<file path="src/rtl/multi_cycle_control_pkg.sv">
// Shared constants for the multi-cycle controller: opcodes, FSM states and
// immediate-generator select codes.
package multi_cycle_control_pkg;

    typedef enum logic [2:0] {
        S_IDLE      = 3'd0,
        S_FETCH     = 3'd1,
        S_DECODE    = 3'd2,
        S_EXECUTE   = 3'd3,
        S_MEM       = 3'd4,
        S_WRITEBACK = 3'd5,
        S_TRAP      = 3'd6
    } state_t;

    typedef enum logic [2:0] {
        IMM_NONE = 3'b000,
        IMM_I    = 3'b001,
        IMM_S    = 3'b010,
        IMM_B    = 3'b011,
        IMM_U    = 3'b100,
        IMM_J    = 3'b101
    } imm_t;

    localparam logic [6:0] OPC_LUI    = 7'b0110111;
    localparam logic [6:0] OPC_AUIPC  = 7'b0010111;
    localparam logic [6:0] OPC_JAL    = 7'b1101111;
    localparam logic [6:0] OPC_JALR   = 7'b1100111;
    localparam logic [6:0] OPC_BRANCH = 7'b1100011;
    localparam logic [6:0] OPC_LOAD   = 7'b0000011;
    localparam logic [6:0] OPC_STORE  = 7'b0100011;
    localparam logic [6:0] OPC_OP_IMM = 7'b0010011;
    localparam logic [6:0] OPC_OP     = 7'b0110011;

    function automatic logic opcode_supported(input logic [6:0] opcode);
        case (opcode)
            OPC_LUI, OPC_AUIPC, OPC_JAL, OPC_JALR, OPC_BRANCH,
            OPC_LOAD, OPC_STORE, OPC_OP_IMM, OPC_OP: return 1'b1;
            default:                                 return 1'b0;
        endcase
    endfunction

    // Unsupported opcodes map to IMM_NONE, same as register-register OP.
    function automatic imm_t imm_of(input logic [6:0] opcode);
        case (opcode)
            OPC_OP_IMM, OPC_LOAD, OPC_JALR: return IMM_I;
            OPC_STORE:                      return IMM_S;
            OPC_BRANCH:                     return IMM_B;
            OPC_LUI, OPC_AUIPC:             return IMM_U;
            OPC_JAL:                        return IMM_J;
            default:                        return IMM_NONE;
        endcase
    endfunction

endpackage

</file>
<file path="src/rtl/multi_cycle_control_ctrl_decode.sv">
// Combinational control decode: datapath strobes from the current state,
// the latched opcode and the two qualifying inputs.
import multi_cycle_control_pkg::*;

module ctrl_decode (
    input  state_t      state,
    input  logic [6:0]  opcode,
    input  logic        mem_ready,
    input  logic        branch_taken,
    output logic        mem_req,
    output logic        mem_we,
    output logic        ir_write,
    output logic [2:0]  imm_type,
    output logic        alu_src_a,
    output logic        alu_src_b,
    output logic        reg_write,
    output logic [1:0]  wb_sel,
    output logic        pc_write,
    output logic        pc_src,
    output logic        illegal
);

    logic is_store;
    logic is_branch;
    logic is_jump;

    assign is_store  = (opcode == OPC_STORE);
    assign is_branch = (opcode == OPC_BRANCH);
    assign is_jump   = (opcode == OPC_JAL) || (opcode == OPC_JALR);

    always_comb begin
        mem_req   = 1'b0;
        mem_we    = 1'b0;
        ir_write  = 1'b0;
        imm_type  = IMM_NONE;
        alu_src_a = 1'b0;
        alu_src_b = 1'b0;
        reg_write = 1'b0;
        wb_sel    = 2'b00;
        pc_write  = 1'b0;
        pc_src    = 1'b0;
        illegal   = 1'b0;
        case (state)
            S_FETCH: begin
                mem_req  = 1'b1;
                ir_write = mem_ready;
            end
            S_DECODE: begin
                imm_type = imm_of(opcode);
            end
            S_EXECUTE: begin
                imm_type  = imm_of(opcode);
                alu_src_a = (opcode == OPC_AUIPC) || (opcode == OPC_JAL) || is_branch;
                alu_src_b = (opcode != OPC_OP);
                if (is_branch) begin
                    pc_write = 1'b1;
                    pc_src   = branch_taken;
                end
            end
            S_MEM: begin
                imm_type = imm_of(opcode);
                mem_req  = 1'b1;
                mem_we   = is_store;
                // A store retires in its mem_ready cycle; PC+4 is the only option.
                pc_write = is_store && mem_ready;
            end
            S_WRITEBACK: begin
                imm_type  = imm_of(opcode);
                reg_write = 1'b1;
                pc_write  = 1'b1;
                pc_src    = is_jump;
                if (opcode == OPC_LOAD) wb_sel = 2'b01;
                else if (is_jump)       wb_sel = 2'b10;
            end
            S_TRAP: begin
                illegal = 1'b1;
            end
            default: ;
        endcase
    end

endmodule

</file>
<file path="src/rtl/multi_cycle_control.sv">
// Multi-cycle instruction sequencer: state register, latched opcode and
// next-state logic; output decode lives in ctrl_decode.
import multi_cycle_control_pkg::*;

module multi_cycle_control (
    input  logic        clk,
    input  logic        rst,
    input  logic [31:0] instr_rdata,
    input  logic        mem_ready,
    input  logic        branch_taken,
    output logic        mem_req,
    output logic        mem_we,
    output logic        ir_write,
    output logic [2:0]  imm_type,
    output logic        alu_src_a,
    output logic        alu_src_b,
    output logic        reg_write,
    output logic [1:0]  wb_sel,
    output logic        pc_write,
    output logic        pc_src,
    output logic        illegal
);

    state_t     state;
    logic [6:0] opcode;

    // Only the opcode field steers sequencing; the rest belongs to the datapath.
    logic unused_instr_bits;
    assign unused_instr_bits = ^instr_rdata[31:7];

    always_ff @(posedge clk) begin
        if (rst) begin
            state  <= S_IDLE;
            opcode <= 7'd0;
        end else begin
            case (state)
                S_IDLE: state <= S_FETCH;
                S_FETCH: begin
                    if (mem_ready) begin
                        opcode <= instr_rdata[6:0];
                        state  <= S_DECODE;
                    end
                end
                S_DECODE: state <= opcode_supported(opcode) ? S_EXECUTE : S_TRAP;
                S_EXECUTE: begin
                    if (opcode == OPC_LOAD || opcode == OPC_STORE) state <= S_MEM;
                    else if (opcode == OPC_BRANCH)                 state <= S_FETCH;
                    else                                           state <= S_WRITEBACK;
                end
                S_MEM: begin
                    if (mem_ready) state <= (opcode == OPC_LOAD) ? S_WRITEBACK : S_FETCH;
                end
                S_WRITEBACK: state <= S_FETCH;
                S_TRAP:      state <= S_TRAP;
                default:     state <= S_IDLE;
            endcase
        end
    end

    ctrl_decode u_ctrl_decode (
        .state        (state),
        .opcode       (opcode),
        .mem_ready    (mem_ready),
        .branch_taken (branch_taken),
        .mem_req      (mem_req),
        .mem_we       (mem_we),
        .ir_write     (ir_write),
        .imm_type     (imm_type),
        .alu_src_a    (alu_src_a),
        .alu_src_b    (alu_src_b),
        .reg_write    (reg_write),
        .wb_sel       (wb_sel),
        .pc_write     (pc_write),
        .pc_src       (pc_src),
        .illegal      (illegal)
    );

endmodule

</file>
<file path="config.mk">
export PLATFORM = sky130hd
export DESIGN_NAME = multi_cycle_control
export DESIGN_NICKNAME = d
export VERILOG_FILES = /design/src/rtl/multi_cycle_control_pkg.sv /design/src/rtl/multi_cycle_control_ctrl_decode.sv /design/src/rtl/multi_cycle_control.sv
export SDC_FILE = /design/constraint.sdc
export NUM_CORES = 1
export LEC_CHECK = 0
export ABC_AREA = 1
export BUFFER_PORTS_ARGS = -buffer_cell sky130_fd_sc_hd__buf_2
export CAP_MARGIN = 20
export CORE_MARGIN = 2
export CORE_UTILIZATION = 38
export CTS_BUF_LIST = sky130_fd_sc_hd__clkbuf_4 sky130_fd_sc_hd__clkbuf_8
export DETAILED_ROUTE_END_ITERATION = 8
export PLACE_DENSITY = 0.8
export SETUP_SLACK_MARGIN = 0.4
export SYNTH_ARGS = -nofsm -noshare
export SYNTH_HDL_FRONTEND = slang
export SYNTH_SLANG_ARGS = --single-unit
export TNS_END_PERCENT = 100
</file>
<file path="constraint.sdc">
create_clock -name clk -period 1.3 [get_ports clk]
set_input_delay 0.26 -clock clk [delete_from_list [all_inputs] [get_ports clk]]
set_output_delay 0.26 -clock clk [all_outputs]
set_load 0.02 [all_outputs]
</file>
* Yosys cells after proc, flatten, opt, wreduce, memory -nomap -nowiden
Index checks and enable logic that the tools add are counted.
** Storage, ports and cells
- Register bits after elaboration :: 10
- Input bits :: 36
- Output and inout port bits :: 14
- Word-level logic and storage cells :: 60
** Operators by class
- Equality and inequality tests :: 18
- Multiplexer cells :: 26
- Reduce and logical (&&, ||, !) cells :: 14
** Operator list (count)
- $eq A7 B6 Y1 const B :: 3
- $eq A7 B7 Y1 const B :: 3
- $mux W3 :: 7
- $pmux W3 S6 :: 1
- $pmux W3 S5 :: 1
- $eq A7 B5 Y1 const B :: 2
- $mux W1 :: 12
- $eq A3 B3 Y1 const B :: 3
- $reduce_or A9 Y1 :: 1
- $eq A7 B2 Y1 const B :: 1
- $ne A7 B6 Y1 const B :: 1
- $eq A3 B2 Y1 const B :: 2
- $mux W2 :: 3
- $reduce_or A2 Y1 :: 3
- $logic_or A1 B1 Y1 :: 4
- $ne A2 B2 Y1 const B :: 2
- $reduce_and A2 Y1 :: 2
- $reduce_or A4 Y1 :: 1
- $eq A3 B1 Y1 const B :: 1
- $logic_not A3 Y1 :: 1
- $pmux W1 S3 :: 1
- $reduce_or A3 Y1 :: 1
- $pmux W1 S2 :: 1
- $logic_and A1 B1 Y1 :: 1

* Logic depth before layout (Yosys ltp)
- Word-level depth :: 7
- Depth in mapped cells :: 11
- Gate-level depth less buffers :: 11

* Hierarchy
A second synthesis with hierarchy kept.
** Second synthesis, totals
- Cell total of the unflattened synthesis :: 147
- Area, all modules :: 847.1 um^2
** By module, submodules not included
- multi_cycle_control :: times used 1, cells each 82, area each 545.5 um^2, seq. area each 200.2 um^2
- ctrl_decode :: times used 1, cells each 65, area each 301.5 um^2, seq. area each 0.0 um^2

* Worst setup path after synthesis
OpenSTA, ideal clock, no wires.
- Path kind :: register to output
- From :: register state[1]
- To :: output port pc_src
- Arrival :: 1.592 ns
- Data required time :: 1.040 ns
- Setup slack :: -0.552 ns
- Cell stages (with the launch flop) :: 7
- Path buffers :: 0
- Path through :: dfxtp_1 inv_1 nand2_1 nor2_1 inv_1 a21oi_1 a31o_2
** Between the ends
- Cells in the longest elaborated chain, start to end :: 2
- Elaborated cells between the ends (all ways) :: 3
- Those cells by class :: 2 x eq/ne; 1 x mux
** RTL lines
- from (decl) :: line multi_cycle_control.sv:24 : state_t state;
- from (signal assigned) :: line multi_cycle_control.sv:44 : S_DECODE: state <= opcode_supported(opcode) ? S_EXECUTE : S_TRAP;
- from (signal assigned) :: line multi_cycle_control.sv:51 : if (mem_ready) state <= (opcode == OPC_LOAD) ? S_WRITEBACK : S_FETCH;
- $eq A3 B3 Y1 or $eq A3 B2 Y1 (tied branches) :: line multi_cycle_control_ctrl_decode.sv:43 : case (state)
- $pmux W1 S2 * :: line multi_cycle_control_ctrl_decode.sv:43
- to (decl) :: line multi_cycle_control.sv:20 : output logic pc_src,
Mark *: on every way between the ends. The rest lies on a longest branch, timed or not.

* Worst setup path in the final report
- From :: register opcode[5]
- To :: output port pc_src
** Between the ends
- Cells in the longest elaborated chain, start to end :: 3
- Elaborated cells between the ends (all ways) :: 6
- Those cells by class :: 3 x eq/ne; 2 x mux; 1 x reduce/logical
** RTL lines
- from (decl) :: line multi_cycle_control.sv:25 : logic [6:0] opcode;
- from (signal assigned) :: line multi_cycle_control.sv:40 : opcode <= instr_rdata[6:0];
- $eq A7 B7 Y1, on equally long branches :: line multi_cycle_control_ctrl_decode.sv:28, multi_cycle_control_ctrl_decode.sv:29
- $mux W1 or $logic_or A1 B1 Y1 (tied branches) :: line multi_cycle_control_ctrl_decode.sv:55, multi_cycle_control_ctrl_decode.sv:29
- $pmux W1 S2 * :: line multi_cycle_control_ctrl_decode.sv:43
Marks and branches as above.

==> run summary <==
worst setup slack after layout: -0.5218 ns
cell taking the most area after synthesis: sky130_fd_sc_hd__dfxtp_1
Die Y: 48.11 um
unrepaired setup endpoints after global routing: true
maximum fanout along the worst path: 3
switch share: 41.89%
number of storage elements in the synthesis netlist: 10
max-slew headroom at the worst pin: 77.71%
total vias in the final route: 1192
Clk network pwr share: 17.7%
final net count: 230
minimum hold slack: 0.1830 ns
Int Power: 0.9450 mW
async set or reset register ratio after synthesis: 0%
residual antenna-violating net count after detailed routing: 0
global-route wire length before repair: 4905 um
failing checks: setup timing
starting density of the core: 41.47%
MaxCap Viol Count: 0
Mean Syn Cell Area: 6.061 um^2
Total GRT Usage: 31.18%
final critical-path required period: 1.822 ns
overall overflow remaining after global route: 0
number of buffers between clock root and the deepest sink: 2
die width: 48.11 um
HPWL after DPL: 1837 um
classification of the worst-slack hold path: in2reg
weighted congestion at the end of routability-driven global placement: 0.8882
TritonCTS Sinks: 10
setup slack at placement: -0.1796 ns
die area: 0.002315 mm^2
core outline area: 0.001783 mm^2
share of post-route cells with drive strength above 1: 78.76%
startpoint class of the critical path: flip-flop
most used flip-flop cell after synthesis: sky130_fd_sc_hd__dfxtp_1
number of slew-limit violations in the final report: 0
first drt pass iteration count: 4
antenna cells: 0
Synth top area share: 27.07%
area of the mapped netlist: 739.5 um^2
number of top-level design ports: 50
sequential area share after synthesis: 27.07%
aggregate negative setup slack: -8.447 ns
mean number of vias per cell: 5.468
Worst-Margin Slew: 0.3340 ns
count of flip-flops with a built-in enable after synthesis: 0
antenna violations before repair: 0
DRC Markers: 0
type of the worst setup path: reg2out
setup violation total in the final timing report: 24
post-route standard cell area excluding fillers: 0.001637 mm^2
leakage power figure: 0.8121 nW
Unique masters post-synth: 19
number of global-route vias before repair: 1069
ratio of total power to cell area: 993.7 mW/mm^2
first-iteration detailed-routing DRC count: 44
status: complete, but fails checks
Routed WL: 4092 um
kind of end point of the critical path: primary output
final worst path period share: 140.1%
clock slew seen by the registers of the worst setup and hold paths: 0.07 ns
clock tree from TritonCTS: built
fmax: 0.5489 GHz
reported net switching power: 0.6812 mW
hold violation count in the final report: 0
required time worst endpoint: 1.04 ns
Synth Instances: 122
number of buffers inserted during clock tree synthesis: 3
number of cell rows: 15
syn_nets: 158
share of total power in combinational logic: 55.9%
Sequential Power Share: 26.3%
Worst Skew: 0.0004971 ns
number of buffers added on ports: 24
leading post-synthesis cells by cell area: sky130_fd_sc_hd__dfxtp_1, sky130_fd_sc_hd__nand2_1, sky130_fd_sc_hd__nor2_1, sky130_fd_sc_hd__inv_1, sky130_fd_sc_hd__a21oi_1
routed wirelength normalized by instance count: 18.77 um
clock latency reported for the late side of the worst-skew pair: 0.27 ns
critical path arrival: 1.56 ns
final cell utilization of the core: 91.79%
most instantiated library cell after synthesis: sky130_fd_sc_hd__nand2_1
most frequent cells after synthesis: sky130_fd_sc_hd__nand2_1, sky130_fd_sc_hd__nor2_1, sky130_fd_sc_hd__inv_1, sky130_fd_sc_hd__dfxtp_1, sky130_fd_sc_hd__inv_2
H-tree level count: 1
area delta synth->final: 121.3%
warning count from the yosys run: 0
pin count of the biggest net entering global routing: 14
cell at the root of the clock tree: sky130_fd_sc_hd__clkbuf_4
dpl cell area: 0.001235 mm^2
worst voltage drop across the vdd grid: 1.094 mV
critical path, stage by stage, from the launching register on:
cell	delay (ns)
sky130_fd_sc_hd__dfxtp_2	0.34
sky130_fd_sc_hd__buf_4	0.12
sky130_fd_sc_hd__nand2_2	0.07
sky130_fd_sc_hd__nor2_4	0.19
sky130_fd_sc_hd__nand2_4	0.11
sky130_fd_sc_hd__a21oi_4	0.20
sky130_fd_sc_hd__a31o_2	0.14
sky130_fd_sc_hd__buf_6	0.11
routing by layer:
metal | track usage (%) | wire (um) | up-vias
met1 | 34.38 | 1568 | 545
met3 | 5.185 | 319 | 26
met4 | 15.68 | 213 | 0
li1 | - | - | 526
met2 | 57.07 | 1990 | 95
met5 | 0 | 0 | -
power groups by stage:
| stage | Combinational [mW] | Sequential [mW] | Clock [mW] |
|---|---|---|---|
| after detailed placement | 0.623 | 0.415 | 0 |
| after global placement | 0.600 | 0.411 | 0 |
| after floorplan | 0.358 | 0.413 | 0 |
| after global routing | 0.959 | 0.432 | 0.297 |
| final | 0.909 | 0.428 | 0.288 |
| after CTS | 0.770 | 0.412 | 0.282 |
cell type report:
cell class	count	area [um^2]
sequential	10	216.5
tap	25	31.28
multi-input combinational	85	656.9
timing repair buffer	68	580.6
clock buffer	4	36.28
fill	62	146.4
inverter	26	115.1
cells by family after synthesis:
kind of cell / share of synthesized area (%)
and+or+nand+nor: 40.95
buffers and inverters: 14.72
AOI/OAI and AO/OA: 17.26
DFF: 27.07
flip-flops by register name, summed over array words and instances, names as in the netlist:
name	flops
opcode	7
state	3
worst paths after layout:
check / startpoint / to / slack (ns) / cells past startpoint
setup / recovery: opcode[5] / pc_src / -0.52 / 7
hold / removal: rst / state[1] / 0.18 / 2
setup reg to reg: opcode[5] / state[0] / -0.44 / 12
hold reg to reg: opcode[1] / opcode[1] / 0.55 / 2
per-stage QoR:
step	std cells	power, mW
5_1_grt	218	1.688
6_report	218	1.626
4_1_cts	211	1.464
2_1_floorplan	122	0.7708
3_3_place_gp	199	1.011
3_5_place_dp	199	1.037
cells in the final DEF (no fill, tap or decap), drive strengths merged:
| cell type | Yosys | routed |
|---|---|---|
| o211ai | 1 | 1 |
| nor2 | 27 | 27 |
| o22ai | 1 | 1 |
| inv | 26 | 26 |
| a31o | 1 | 1 |
| dfxtp | 10 | 10 |
| buf | 1 | 68 |
| clkbuf | 0 | 4 |
| nand2 | 26 | 26 |
| nor3 | 1 | 1 |
| nand4 | 3 | 3 |
| o21ai | 9 | 9 |
| nand3 | 7 | 7 |
| a21oi | 9 | 9 |
repair_timing:
action                                  in CTS  in global routing
setup buffers                                8                  7
pin swaps                                   14                  7
endpoints found under the setup margin      24                 24
resized for setup                           60                 19
hold buffers                                 0                  0
Power figures use the tool's default switching activity.
